[config.mk]
export PLATFORM = sky130hd
export DESIGN_NAME = alu_wb_queue
export DESIGN_NICKNAME = d
export VERILOG_FILES = /design/src/rtl/alu_wb_queue.sv
export SDC_FILE = /design/constraint.sdc
export NUM_CORES = 1
export LEC_CHECK = 0
export BUFFER_PORTS_ARGS = -buffer_cell sky130_fd_sc_hd__buf_2
export CAP_MARGIN = 20
export CORE_MARGIN = 5
export CORE_UTILIZATION = 52
export DETAILED_ROUTE_END_ITERATION = 8
export GPL_TIMING_DRIVEN = 0
export PLACE_DENSITY = 0.73
export REMOVE_ABC_BUFFERS = 1
export SLEW_MARGIN = 20
export SYNTH_ARGS = -nofsm -noshare
export SYNTH_HDL_FRONTEND = slang
export SYNTH_SLANG_ARGS = --single-unit
[constraint.sdc]
create_clock -name clk_i -period 4.65 [get_ports clk_i]
set_clock_uncertainty 0.1 [all_clocks]
set_input_delay 0.6975 -clock clk_i [delete_from_list [all_inputs] [get_ports clk_i]]
set_output_delay 0.6975 -clock clk_i [all_outputs]
set_load 0.03 [all_outputs]
[src/rtl/alu_wb_queue.sv]
// In-order result queue between the integer ALU and the writeback port.
// Circular buffer with valid/ready on both sides, synchronous flush and a sticky overflow flag.
module alu_wb_queue #(
   parameter int unsigned XLEN          = 64,
   parameter int unsigned TRANS_ID_BITS = 3,
   parameter int unsigned DEPTH         = 4   // power of two, >= 2
) (
   input  logic                     clk_i,
   input  logic                     rst_ni,
   input  logic                     flush_i,
   input  logic                     alu_valid_i,
   output logic                     alu_ready_o,
   input  logic [TRANS_ID_BITS-1:0] alu_trans_id_i,
   input  logic [XLEN-1:0]          alu_result_i,
   input  logic                     alu_branch_res_i,
   output logic                     wb_valid_o,
   input  logic                     wb_ready_i,
   output logic [TRANS_ID_BITS-1:0] wb_trans_id_o,
   output logic [XLEN-1:0]          wb_result_o,
   output logic                     wb_branch_res_o,
   output logic [$clog2(DEPTH):0]   occupancy_o,
   output logic                     overflow_o
);

   localparam int unsigned PTR_W = $clog2(DEPTH);
   localparam int unsigned CNT_W = PTR_W + 1;
   localparam logic [CNT_W-1:0] FULL_COUNT = CNT_W'(DEPTH);

   // Handshake: a transfer happens on a rising edge where valid && ready are both
   // high and flush_i is low; ready never depends combinationally on the other side.
   logic [TRANS_ID_BITS-1:0] id_mem  [DEPTH];
   logic [XLEN-1:0]          res_mem [DEPTH];
   logic                     br_mem  [DEPTH];

   logic [PTR_W-1:0] wr_ptr;
   logic [PTR_W-1:0] rd_ptr;
   logic [CNT_W-1:0] count;
   logic             overflow_q;
   logic             push;
   logic             pop;

   assign alu_ready_o = (count != FULL_COUNT);
   assign wb_valid_o  = (count != '0);
   assign push        = alu_valid_i && alu_ready_o && !flush_i;
   assign pop         = wb_valid_o && wb_ready_i && !flush_i;
   assign occupancy_o = count;
   assign overflow_o  = overflow_q;

   always_ff @(posedge clk_i or negedge rst_ni) begin
      if (!rst_ni) begin
         wr_ptr <= '0;
         rd_ptr <= '0;
         count  <= '0;
      end else if (flush_i) begin
         wr_ptr <= '0;
         rd_ptr <= '0;
         count  <= '0;
      end else begin
         if (push) wr_ptr <= wr_ptr + PTR_W'(1);
         if (pop)  rd_ptr <= rd_ptr + PTR_W'(1);
         if (push && !pop)      count <= count + CNT_W'(1);
         else if (pop && !push) count <= count - CNT_W'(1);
      end
   end

   // Sticky until reset; a flush does not clear it.
   always_ff @(posedge clk_i or negedge rst_ni) begin
      if (!rst_ni) begin
         overflow_q <= 1'b0;
      end else if (alu_valid_i && !alu_ready_o) begin
         overflow_q <= 1'b1;
      end
   end

   // Storage needs no reset: entries are only observable while counted as valid.
   always_ff @(posedge clk_i) begin
      if (push) begin
         id_mem[wr_ptr]  <= alu_trans_id_i;
         res_mem[wr_ptr] <= alu_result_i;
         br_mem[wr_ptr]  <= alu_branch_res_i;
      end
   end

   always_comb begin
      wb_trans_id_o   = '0;
      wb_result_o     = '0;
      wb_branch_res_o = 1'b0;
      if (wb_valid_o) begin
         wb_trans_id_o   = id_mem[rd_ptr];
         wb_result_o     = res_mem[rd_ptr];
         wb_branch_res_o = br_mem[rd_ptr];
      end
   end

endmodule

* Yosys cells after proc, flatten, opt, wreduce, memory -nomap -nowiden
Memory sizes are Yosys's and may differ from the RTL's.
Cells that the tools add are included.
** Storage, ports and cells
- Register bits after elaboration :: 8
- Bits in writable memories :: 272
- Input port bits :: 73
- Output and inout bits :: 74
- Logic and storage cells :: 39
- Memories :: 3
** Operators by class
- Add/sub/neg operators :: 4
- Equal/unequal tests :: 1
- Multiplexer cells :: 12
- Reduce and logical (&&, ||, !) cells :: 15
** Memories
- res_mem :: depth 4, width 64, rd ports 1, clocked after Yosys merged registers in 0, wr ports 1, RTL line 32 : logic [XLEN-1:0] res_mem [DEPTH];
- id_mem :: depth 4, width 3, rd ports 1, clocked after Yosys merged registers in 0, wr ports 1, RTL line 31 : logic [TRANS_ID_BITS-1:0] id_mem [DEPTH];
- br_mem :: depth 4, width 1, rd ports 1, clocked after Yosys merged registers in 0, wr ports 1, RTL line 33 : logic br_mem [DEPTH];
** Operators by type and width (number)
- 2-to-1 mux 64 bit :: 1
- 2-to-1 mux 3 bit :: 4
- 2-to-1 mux 2 bit :: 4
- logical AND 1 bit :: 7
- nonzero test 3 bit :: 2
- adder 2 x 1 -> 2 bit (second input constant) :: 2
- logical NOT 1 bit :: 4
- nonzero test 2 bit :: 2
- adder 3 x 1 -> 3 bit (second input constant) :: 1
- 2-to-1 mux 1 bit :: 3
- inequality test 3 bit (second input constant) :: 1
- subtractor 3 x 1 -> 3 bit (second input constant) :: 1

* Depth between registers and ports, before layout
Gate-level depths: netlist (run 1).
- Depth in word-level cells :: 8
- Depth in mapped cells :: 8

* Worst setup path after synthesis (run 1)
No wires, ideal clock.
- Path kind :: input to register
- Start point :: input port alu_valid_i
- End point :: memory br_mem[0] (enable)
- Arrival :: 2.838 ns
- Required time :: 4.117 ns
- Setup slack :: 1.279 ns
- Stages on the path :: 4
- Path through :: buf_2 inv_1 nor3_1 and2_1
** Between the ends
- Word-level cells in the longest chain between the ends :: 4
** Ends and longest elaborated chain
- start: declaration :: RTL line 11 : input logic alu_valid_i,
- logical AND 1 bit (2 in series) :: RTL line 44 : assign push = alu_valid_i && alu_ready_o && !flush_i;
- 2-to-1 mux 1 bit :: RTL line 77 : if (push) begin
- 2-to-1 mux 1 bit (not written as such) :: RTL line 80 : br_mem[wr_ptr] <= alu_branch_res_i;
- end: declaration :: RTL line 33
No other way between the ends.

* Final worst setup path (run 1)
- Start point :: register rd_ptr[1]
- End point :: output port wb_result_o[29]
** Between the ends
- Word-level cells in the longest chain between the ends :: 2
** Ends and longest elaborated chain
- start: declaration :: RTL line 36 : logic [PTR_W-1:0] rd_ptr;
- start signal: assignment :: RTL line 60 : if (pop) rd_ptr <= rd_ptr + PTR_W'(1);
- memory read (4 x 64 bit)
- 2-to-1 mux 64 bit :: RTL line 88 : if (wb_valid_o) begin
- end: declaration :: RTL line 19 : output logic [XLEN-1:0] wb_result_o,
No other way between the ends.

==> results.json, run 1 <==
{
  "status": "completed",
  "rsz0062_at_grt": "false",
  "num_vias": 5210,
  "critPathLaunchType": "flop",
  "use_met3": 0.0417,
  "ctsHoldBuffers": 1,
  "layout_min_cycle_time_ns": 3.16,
  "fin_nets": 729,
  "crit_slowest_cell": "dfrtp_4",
  "drtIter0Drc": 345,
  "slew_headroom": 0.518,
  "synth-seq-cells": 280,
  "p_leak_nw": 4.46,
  "numCtsBuffers": 28,
  "crit_arrival_ns": 2.36,
  "use_met2": 0.288,
  "power.density_mw_per_mm2": 592,
  "drv_slew": 0,
  "min_to": "res_mem[3][32]",
  "place.gp.congestion": 0.720,
  "ios": 147,
  "layout-drive-gt1-share": 0.408,
  "synth_top_area_share": 0.751,
  "cp_top_family": "flip-flops",
  "required_ns": 3.85,
  "hp-class": "primary input to flop",
  "final_hold_viol_count": 0,
  "grt_use_met1": 0.226,
  "ctsResizeCount": 0,
  "area_growth_pct": 18.8,
  "cts_root_buf": "clkbuf_16",
  "hold_start": "alu_result_i[32]",
  "numPortBuffers": 146,
  "path_max_fanout": 36,
  "synth_cells": 495,
  "cts_sinks": 280,
  "timing.hold.ws_ns": 0.281,
  "drv_cap": 0,
  "final_common_cell": "edfxtp_1",
  "avgSynthCellArea_um2": 22.0,
  "vias_per_cell": 5.50,
  "finalWorstSetupSlack_ns": 1.49,
  "min_period_over_period": 0.680,
  "max_stage_delay_ns": 0.77,
  "synth_area_mm2": 0.0109,
  "cts.htree.levels": 1,
  "synth_area_leader_cell": "edfxtp_1",
  "cts_tree": "yes",
  "drtPass1Iterations": 5,
  "drtAntennaViolNets": 0,
  "postCtsSetupRepairBufs": 0,
  "post-dp-hpwl_um": 11700,
  "grt_max_degree": 70,
  "grt_overflow": 0,
  "wl_per_cell_um": 21.1,
  "reg2reg_to": "occupancy_o[2]",
  "synth.distinct_cells": 31,
  "pre_cts_slack_ns": 1.75,
  "seqCellArea_mm2": 0.00838,
  "antenna_found_initial": 2,
  "setup_violations": 0,
  "fill_cells": 1475,
  "reg2reg_depth": 7,
  "drc": 0,
  "crit_buf_inv": 2,
  "die_y_um": 155,
  "start_util": 0.522,
  "die_w_um": 155,
  "worst_slew_pin_slew_ns": 0.724,
  "end_kind": "output port",
  "grt_pass1_wl_um": 31700,
  "core_mm2": 0.0208,
  "routed_wl_um": 20000,
  "fmax_mhz": 316,
  "grt_pass1_vias": 5836,
  "rrSetupSlack_ns": 1.83,
  "ys_top_cells_by_area": "edfxtp_1, mux4_2, and2_1",
  "ys_seq_area_frac": 0.770,
  "criticalPathCategory": "flop to output port",
  "yosysWarnings": 0,
  "cts.clk_slew.worst_paths_ns": 0.06,
  "clk_latency_ns": 0.52,
  "r2r_start": "occupancy_o[1]",
  "rows": 53,
  "grt_busiest_layer": "met2",
  "hold_path_depth": 1,
  "final_cell_mix": "edfxtp_1, buf_2, and2_1",
  "dieArea_mm2": 0.0239,
  "clk_path_buf_depth": 3,
  "grt_usage": 0.169,
  "ir_drop_mv": 0.447,
  "cp_cell_sequence": "buf_12 -> mux4_2 -> and2_1 -> buf_2",
  "multiInputGateArea_mm2": 0.00230
}
-- through the flow --
step	utilization	TNS [ns]	total power [mW]	std cells	instance area, um2
floorplan	-	0	4.74	467	10700
global placement	0.564	-96.24	5.46	888	11800
detailed placement	0.574	0	5.46	895	12000
CTS	0.620	0	7.75	946	12900
global route	0.620	0	8.00	946	12900
finish	0.621	0	7.64	947	12900
-- worst reg2reg max path, cell delays in order, from the launching register on --
cell and delay (ns):
dfrtp_1 0.47, nor3b_1 0.58, nor3_1 0.24, and2_1 0.21
fa_1 0.42, and3b_1 0.23, a21o_1 0.16, a211oi_1 0.29
-- worst max-delay path by stage --
stage	cells past startpoint	slack [ns]	from	endpoint
floorplan	2	0.20	rd_ptr[0]	wb_branch_res_o
global placement	3	-1.15	rd_ptr[0]	wb_result_o[56]
detailed placement	5	1.75	alu_valid_i	id_mem[2][2]
CTS	4	1.43	rd_ptr[1]	wb_result_o[21]
global route	4	1.36	rd_ptr[1]	wb_result_o[29]
finish	4	1.49	rd_ptr[1]	wb_result_o[29]
-- registers in the layout (all words and copies together), names as in the netlist --
register	cells
res_mem	256
occupancy_o	3
overflow_o	1
br_mem	4
wr_ptr	2
id_mem	12
rd_ptr	2
-- kinds of logic (layout without fill, tap and decap cells) --
logic type               after synthesis  in the layout  synth area share
AO/OA/AOI/OAI                         14             14           0.00955
XOR/XNOR                               2              2           0.00161
adder cells (fa/ha/maj)                5              5           0.00644
buffers and inverters                 35            211            0.0205
flip-flops                           280            280             0.770
multiplexers                          71             71             0.144
other                                  0              1                 0
AND/OR/NAND/NOR                       88             88            0.0486
-- final cells by class --
| type | instances | share of cell area |
|---|---|---|
| Clock buffer | 35 | 0.0579 |
| Multi-Input combinational cell | 180 | 0.178 |
| Timing Repair Buffer | 154 | 0.0716 |
| Antenna cell | 1 | 0.000194 |
| Inverter | 7 | 0.00203 |
| Clock inverter | 15 | 0.0156 |
| Sequential cell | 280 | 0.648 |
| Tap cell | 275 | 0.0266 |
-- cells in the mapped netlist (all sizes together) --
cell      n
o21a      1
buf      22
o31ai     1
xor2      2
and3b     1
nor3b     1
a221oi    1
o21ai     3
inv       7
or3       1
mux2i     1
nand3     2
dfrtp     8
a211oi    1
edfxtp  272
a21o      2
and2     73
ha        4
fa        1
nor3      1
clkbuf    6
a21oi     2
a31o      1
a311oi    1
mux2      2
nor2      9
o311ai    1
mux4     68
-- power breakdown --
part	leakage [nW]	total, mW	switching [mW]	internal (mW)
Sequential	2.57	3.01	0.0878	2.92
Combinational	1.42	2.36	1.47	0.890
Clock	0.470	2.28	0.870	1.41
-- metal layers --
layer	up-vias	wire, um
li1	2315	-
met1	2688	8060
met2	173	10200
met3	30	1450
met4	4	274
met5	-	21
No activity file was read; power rests on OpenSTA's default activity.
==> inputs of run 2 (changes only) <==
- ABC_AREA: not set -> 1
- PLACE_DENSITY: 0.73 -> 0.76
- clock period: 4.65 -> 2.7 ns (I/O delays scaled with it)
==> run 2 against run 1 <==
Net effect: sequential cell count unchanged; utilization rose by 5.3 points; first-iteration DRC count is 29% higher; largest cell class unchanged; highest routed layer is now met4; cell area rose by 9.9%; setup slack got worse by 1.4 ns; synthesized cell count is 76% higher.
==> results.json, run 2 <==
{
  "status": "completed",
  "fmax_mhz": 384,
  "start_util": 0.531,
  "power.density_mw_per_mm2": 1040,
  "grt_pass1_wl_um": 39400,
  "vias_per_cell": 5.30,
  "slew_headroom": 0.572,
  "final_area_mm2": 0.0142,
  "synth-edff-count": 272,
  "synth-seq-cells": 280,
  "max_stage_delay_ns": 0.52,
  "ys.flop_type": "edfxtp_1",
  "clk_latency_ns": 0.51,
  "crit_arrival_ns": 2.10,
  "fin_util": 0.674,
  "cp_cell_sequence": "buf_12 -> inv_6 -> buf_16 -> nor2_1 -> o21ai_0 -> a21oi_1 -> buf_2",
  "async_reset_ff_frac": 0.0286,
  "grt_pass1_vias": 7588,
  "criticalPathCategory": "flop to output port",
  "drtPass1Iterations": 5,
  "synthTopCellsByCount": "nor2_1, edfxtp_1, o21ai_1",
  "min_period_over_period": 0.965,
  "reg.largest.list": "res_mem (256), id_mem (12), br_mem (4)",
  "worst-path-stages": 7,
  "yosys.area_share.simple": 0.105,
  "yosysWarnings": 0,
  "place_area_mm2": 0.0124,
  "rsz0062_at_grt": "true",
  "die_y_um": 157,
  "avgSynthCellArea_um2": 12.9,
  "drv_cap": 0,
  "rows": 53,
  "grt_max_degree": 67,
  "fin_nets": 1162,
  "hold_path_depth": 1,
  "path_max_fanout": 28,
  "cp_top_family": "buffers and inverters",
  "layout-drive-gt1-share": 0.219,
  "final_cell_mix": "nor2_1, edfxtp_1, buf_2",
  "grt_overflow": 0,
  "grt_usage": 0.206,
  "synth_area_mm2": 0.0112,
  "reg2reg_depth": 8,
  "layout_min_cycle_time_ns": 2.60,
  "cts.clk_slew.worst_paths_ns": 0.06,
  "required_ns": 2.19,
  "hp-class": "primary input to flop",
  "rrSetupSlack_ns": 0.21,
  "ys_top_cells_by_area": "edfxtp_1, nor2_1, o21ai_1",
  "final_hold_viol_count": 0,
  "synth.most_common_cell": "nor2_1",
  "numCtsBuffers": 27,
  "routed_wl_um": 25800,
  "ios": 147,
  "synth_mux_area_frac": 0,
  "largest_register": "res_mem",
  "post-dp-hpwl_um": 13400,
  "place.gp.congestion": 0.761,
  "synth-compound-area-share": 0.0968,
  "drc": 0,
  "end_kind": "output port",
  "post_synth_xor_area_fraction": 0.000783,
  "antenna_found_initial": 0,
  "tns_ns": 0,
  "ir_drop_mv": 1.50,
  "cts_root_buf": "clkbuf_16",
  "diodes": 0,
  "synth_cells": 870,
  "drtIter0Drc": 446,
  "worst_slew_pin_slew_ns": 0.641,
  "num_vias": 7314,
  "drtAntennaViolNets": 0,
  "synth.distinct_cells": 28,
  "area_growth_pct": 26.9,
  "drv_slew": 0,
  "ys_seq_area_frac": 0.748,
  "setup_violations": 0,
  "crit_slowest_cell": "dfrtp_4",
  "core_mm2": 0.0211,
  "numPortBuffers": 146,
  "synth_top_family_by_area": "simple AND/OR/NAND/NOR gates",
  "die_w_um": 157,
  "largest_reg_flops": 256,
  "critPathLaunchType": "flop",
  "clk_path_buf_depth": 3,
  "synth_area_leader_cell": "edfxtp_1",
  "cts_sinks": 280,
  "synth_top_area_share": 0.730,
  "p_leak_nw": 5.24,
  "synth_fa_ha_area_frac": 0.00626,
  "wl_per_cell_um": 18.7,
  "cts.htree.levels": 1,
  "crit_buf_inv": 4,
  "dieArea_mm2": 0.0246,
  "cts_tree": "yes"
}
## run 2: routing by layer
layer,wire (um),GRT usage
met1,10700,0.270
met2,13100,0.367
met3,1690,0.0340
met4,253,0.0421
met5,0,0
## run 2: what timing repair did
item / CTS / global route
endpoints found under the setup margin: 68 / 37
endpoints found under the hold margin: 218 / 0
hold buffers: 56 / 0
gates cloned: 5 / 2
buffers inserted: 6 / 3
pin swaps: 0 / 2
gates resized for setup: 14 / 15
## run 2: worst paths after layout
kind / from / end
worst max-delay path: rd_ptr[1] / wb_result_o[61]
worst min register to register: overflow_o / overflow_o
max in group asynchronous: rst_ni / rd_ptr[1]
worst min-delay path: alu_result_i[59] / res_mem[1][59]
min in group asynchronous: rst_ni / occupancy_o[1]
worst max register to register: occupancy_o[1] / res_mem[1][54]
## run 2: metrics by stage
step                power (mW)  std cells  hold WS [ns]  setup WS (ns)
finish                    14.8       1379        0.0141         0.0958
global route              15.5       1379       0.00453       -0.00698
CTS                       14.8       1374      0.000513         0.0354
detailed placement        10.5       1258         0.176        -0.0330
global placement          10.2       1239         0.161          -5.47
floorplan                 8.61        818       0.00941          -2.30
## run 2: cell families (layout without fill, tap and decap cells)
group,count (synthesis),count (layout)
AOI/OAI and AO/OA,213,213
xor gates and xnor gates,1,1
adders and majority gates,5,5
and+or+nand+nor,301,301
DFF,280,280
buffers and inverters,70,304
## run 2: area by class of cell
cell class / count / area (um2)
Fill cell: 1459 / 6880
Tap cell: 275 / 344
Sequential cell: 280 / 8380
Multi-Input combinational cell: 520 / 2370
Clock buffer: 36 / 729
Timing Repair inverter: 1 / 8.76
Inverter: 18 / 106
Timing Repair Buffer: 236 / 2060
Clock inverter: 13 / 216
## run 2: report_power, final
part / internal [mW] / switching (mW) / total (mW) / leakage (nW)
logic: 1.70 / 3.94 / 5.65 / 2.22
clock network: 2.46 / 1.49 / 3.95 / 0.453
registers: 5.07 / 0.108 / 5.18 / 2.57
==> inputs of run 3 (changes only) <==
- GPL_TIMING_DRIVEN: 0 -> 1
==> run 3 against run 2 <==
Net effect: sequential cell count did not move; sequential power barely moved; global-route usage decreased by 2.0 points; clock power decreased by 12%; first-iteration DRC count fell by 1.3%; setup slack better by 0.023 ns; die area did not move; wire length is 8.3% lower; register-to-register slack better by 0.34 ns; non-clock buffer count down 21; total power fell by 6.1%; critical path depth stayed put; critical path type unchanged; largest cell class unchanged.
==> results.json, run 3 (synthesis gave the netlist of run 2 again) <==
{
  "status": "completed",
  "path_max_fanout": 33,
  "layout-drive-gt1-share": 0.209,
  "post-dp-hpwl_um": 13000,
  "cts.clk_slew.worst_paths_ns": 0.06,
  "r2r_start": "occupancy_o[0]",
  "vias_per_cell": 5.33,
  "numCtsBuffers": 27,
  "fmax_mhz": 387,
  "setup_violations": 0,
  "p_switching_mw": 5.34,
  "ios": 147,
  "final_area_mm2": 0.0135,
  "drc": 0,
  "final_cell_mix": "nor2_1, edfxtp_1, buf_2",
  "routed_wl_um": 23700,
  "fill_cells": 1538,
  "tns_ns": 0,
  "largest_reg_flops": 256,
  "seqPwrFrac": 0.374,
  "rrSetupSlack_ns": 0.55,
  "p_leak_nw": 4.97,
  "p_total_mw": 13.9,
  "crit_arrival_ns": 2.08,
  "die_w_um": 157,
  "grt_overflow": 0,
  "largest_register": "res_mem",
  "reg2reg_depth": 7,
  "clk_latency_ns": 0.51,
  "fin_nets": 1140,
  "clkPwrFrac": 0.251,
  "antenna_found_initial": 1,
  "seqCellArea_mm2": 0.00837,
  "cts.htree.levels": 1,
  "final_hold_viol_count": 0,
  "core_mm2": 0.0211,
  "cts_tree": "yes",
  "drtAntennaViolNets": 0,
  "ir_drop_mv": 1.11,
  "dieArea_mm2": 0.0246,
  "criticalPathCategory": "flop to output port",
  "num_vias": 7239,
  "internal-power_mw": 8.54,
  "worst_slew_pin_slew_ns": 0.610,
  "area_growth_pct": 21.0,
  "cts_root_buf": "clkbuf_16",
  "place.gp.congestion": 0.759,
  "rows": 53,
  "min_period_over_period": 0.956,
  "end_kind": "output port",
  "fin_util": 0.642,
  "dpl.cell_count": 1257,
  "hp-class": "primary input to flop",
  "grt_usage": 0.187,
  "final_cells": 1358,
  "power.density_mw_per_mm2": 1020,
  "comb_power_share": 0.375,
  "slew_headroom": 0.593,
  "p_sw_frac": 0.385,
  "drv_cap": 0,
  "crit_path_end": "wb_result_o[3]",
  "grt_max_degree": 69,
  "pre_cts_slack_ns": 0.507,
  "reg.largest.list": "res_mem (256), id_mem (12), br_mem (4)",
  "grt_pass1_vias": 7026,
  "place_area_mm2": 0.0122,
  "start_util": 0.531,
  "multiInputGateArea_mm2": 0.00236,
  "required_ns": 2.19,
  "drtPass1Iterations": 5,
  "finalWorstSetupSlack_ns": 0.119,
  "die_y_um": 157,
  "grt_pass1_wl_um": 36200,
  "critPathLaunchType": "flop",
  "cts_sinks": 280,
  "wl_per_cell_um": 17.4,
  "numPortBuffers": 146,
  "layout_min_cycle_time_ns": 2.58,
  "worstSetupStartpoint": "rd_ptr[0]",
  "timing.hold.ws_ns": 0.0138,
  "drv_slew": 0,
  "reg2reg_to": "res_mem[0][22]",
  "drtIter0Drc": 440,
  "clk_path_buf_depth": 3
}
## run 3: timing repair
action	CTS	global route
endpoints found under the hold margin	190	4
pin swaps	0	0
hold buffers	47	1
gates resized for setup	1	4
buffers inserted	0	2
setup endpoints to repair	13	27
cloned	0	1
## run 3: worst min-delay path by stage
stage / slack, ns / end / depth (start not counted) / from
2_1_floorplan: 0.009 / occupancy_o[0] / 0 / rst_ni
3_3_place_gp: 0.16 / overflow_o / 1 / rst_ni
3_5_place_dp: 0.17 / overflow_o / 1 / rst_ni
4_1_cts: 0.00009 / res_mem[2][27] / 1 / alu_result_i[27]
5_1_grt: 0.0002 / res_mem[3][27] / 1 / alu_result_i[27]
6_report: 0.01 / res_mem[1][19] / 1 / alu_result_i[19]
## run 3: layout make-up
class | count | share of cell area
antenna | 1 | 0.000185
sequential | 280 | 0.618
inverter | 18 | 0.00554
tap | 275 | 0.0254
clock inverter | 17 | 0.00979
timing repair buffer | 215 | 0.115
multi-input combinational | 520 | 0.175
clock buffer | 32 | 0.0513
## run 3: worst max-delay path: stages, from the launching register on
cell,delay [ns]
dfrtp_4,0.53
buf_12,0.17
clkbuf_16,0.22
nor2_1,0.07
nor2_1,0.08
o21ai_1,0.07
a21oi_1,0.17
buf_2,0.23
## run 3: layer usage
metal / global-route usage / vias to the layer above / wire length (um)
li1: - / 3463 / -
met1: 0.249 / 3508 / 9870
met3: 0.0268 / 42 / 1460
met2: 0.326 / 226 / 11900
met5: 0 / - / 0
met4: 0.0450 / 0 / 425
## run 3: power by group through the flow
| stage | Clock [mW] | Sequential [mW] | Combinational (mW) |
|---|---|---|---|
| 4_1_cts | 3.54 | 5.20 | 5.14 |
| 3_3_place_gp | 0 | 5.28 | 5.00 |
| 6_report | 3.49 | 5.19 | 5.20 |
| 2_1_floorplan | 0 | 5.48 | 3.13 |
| 3_5_place_dp | 0 | 5.29 | 5.06 |
| 5_1_grt | 3.74 | 5.21 | 5.65 |
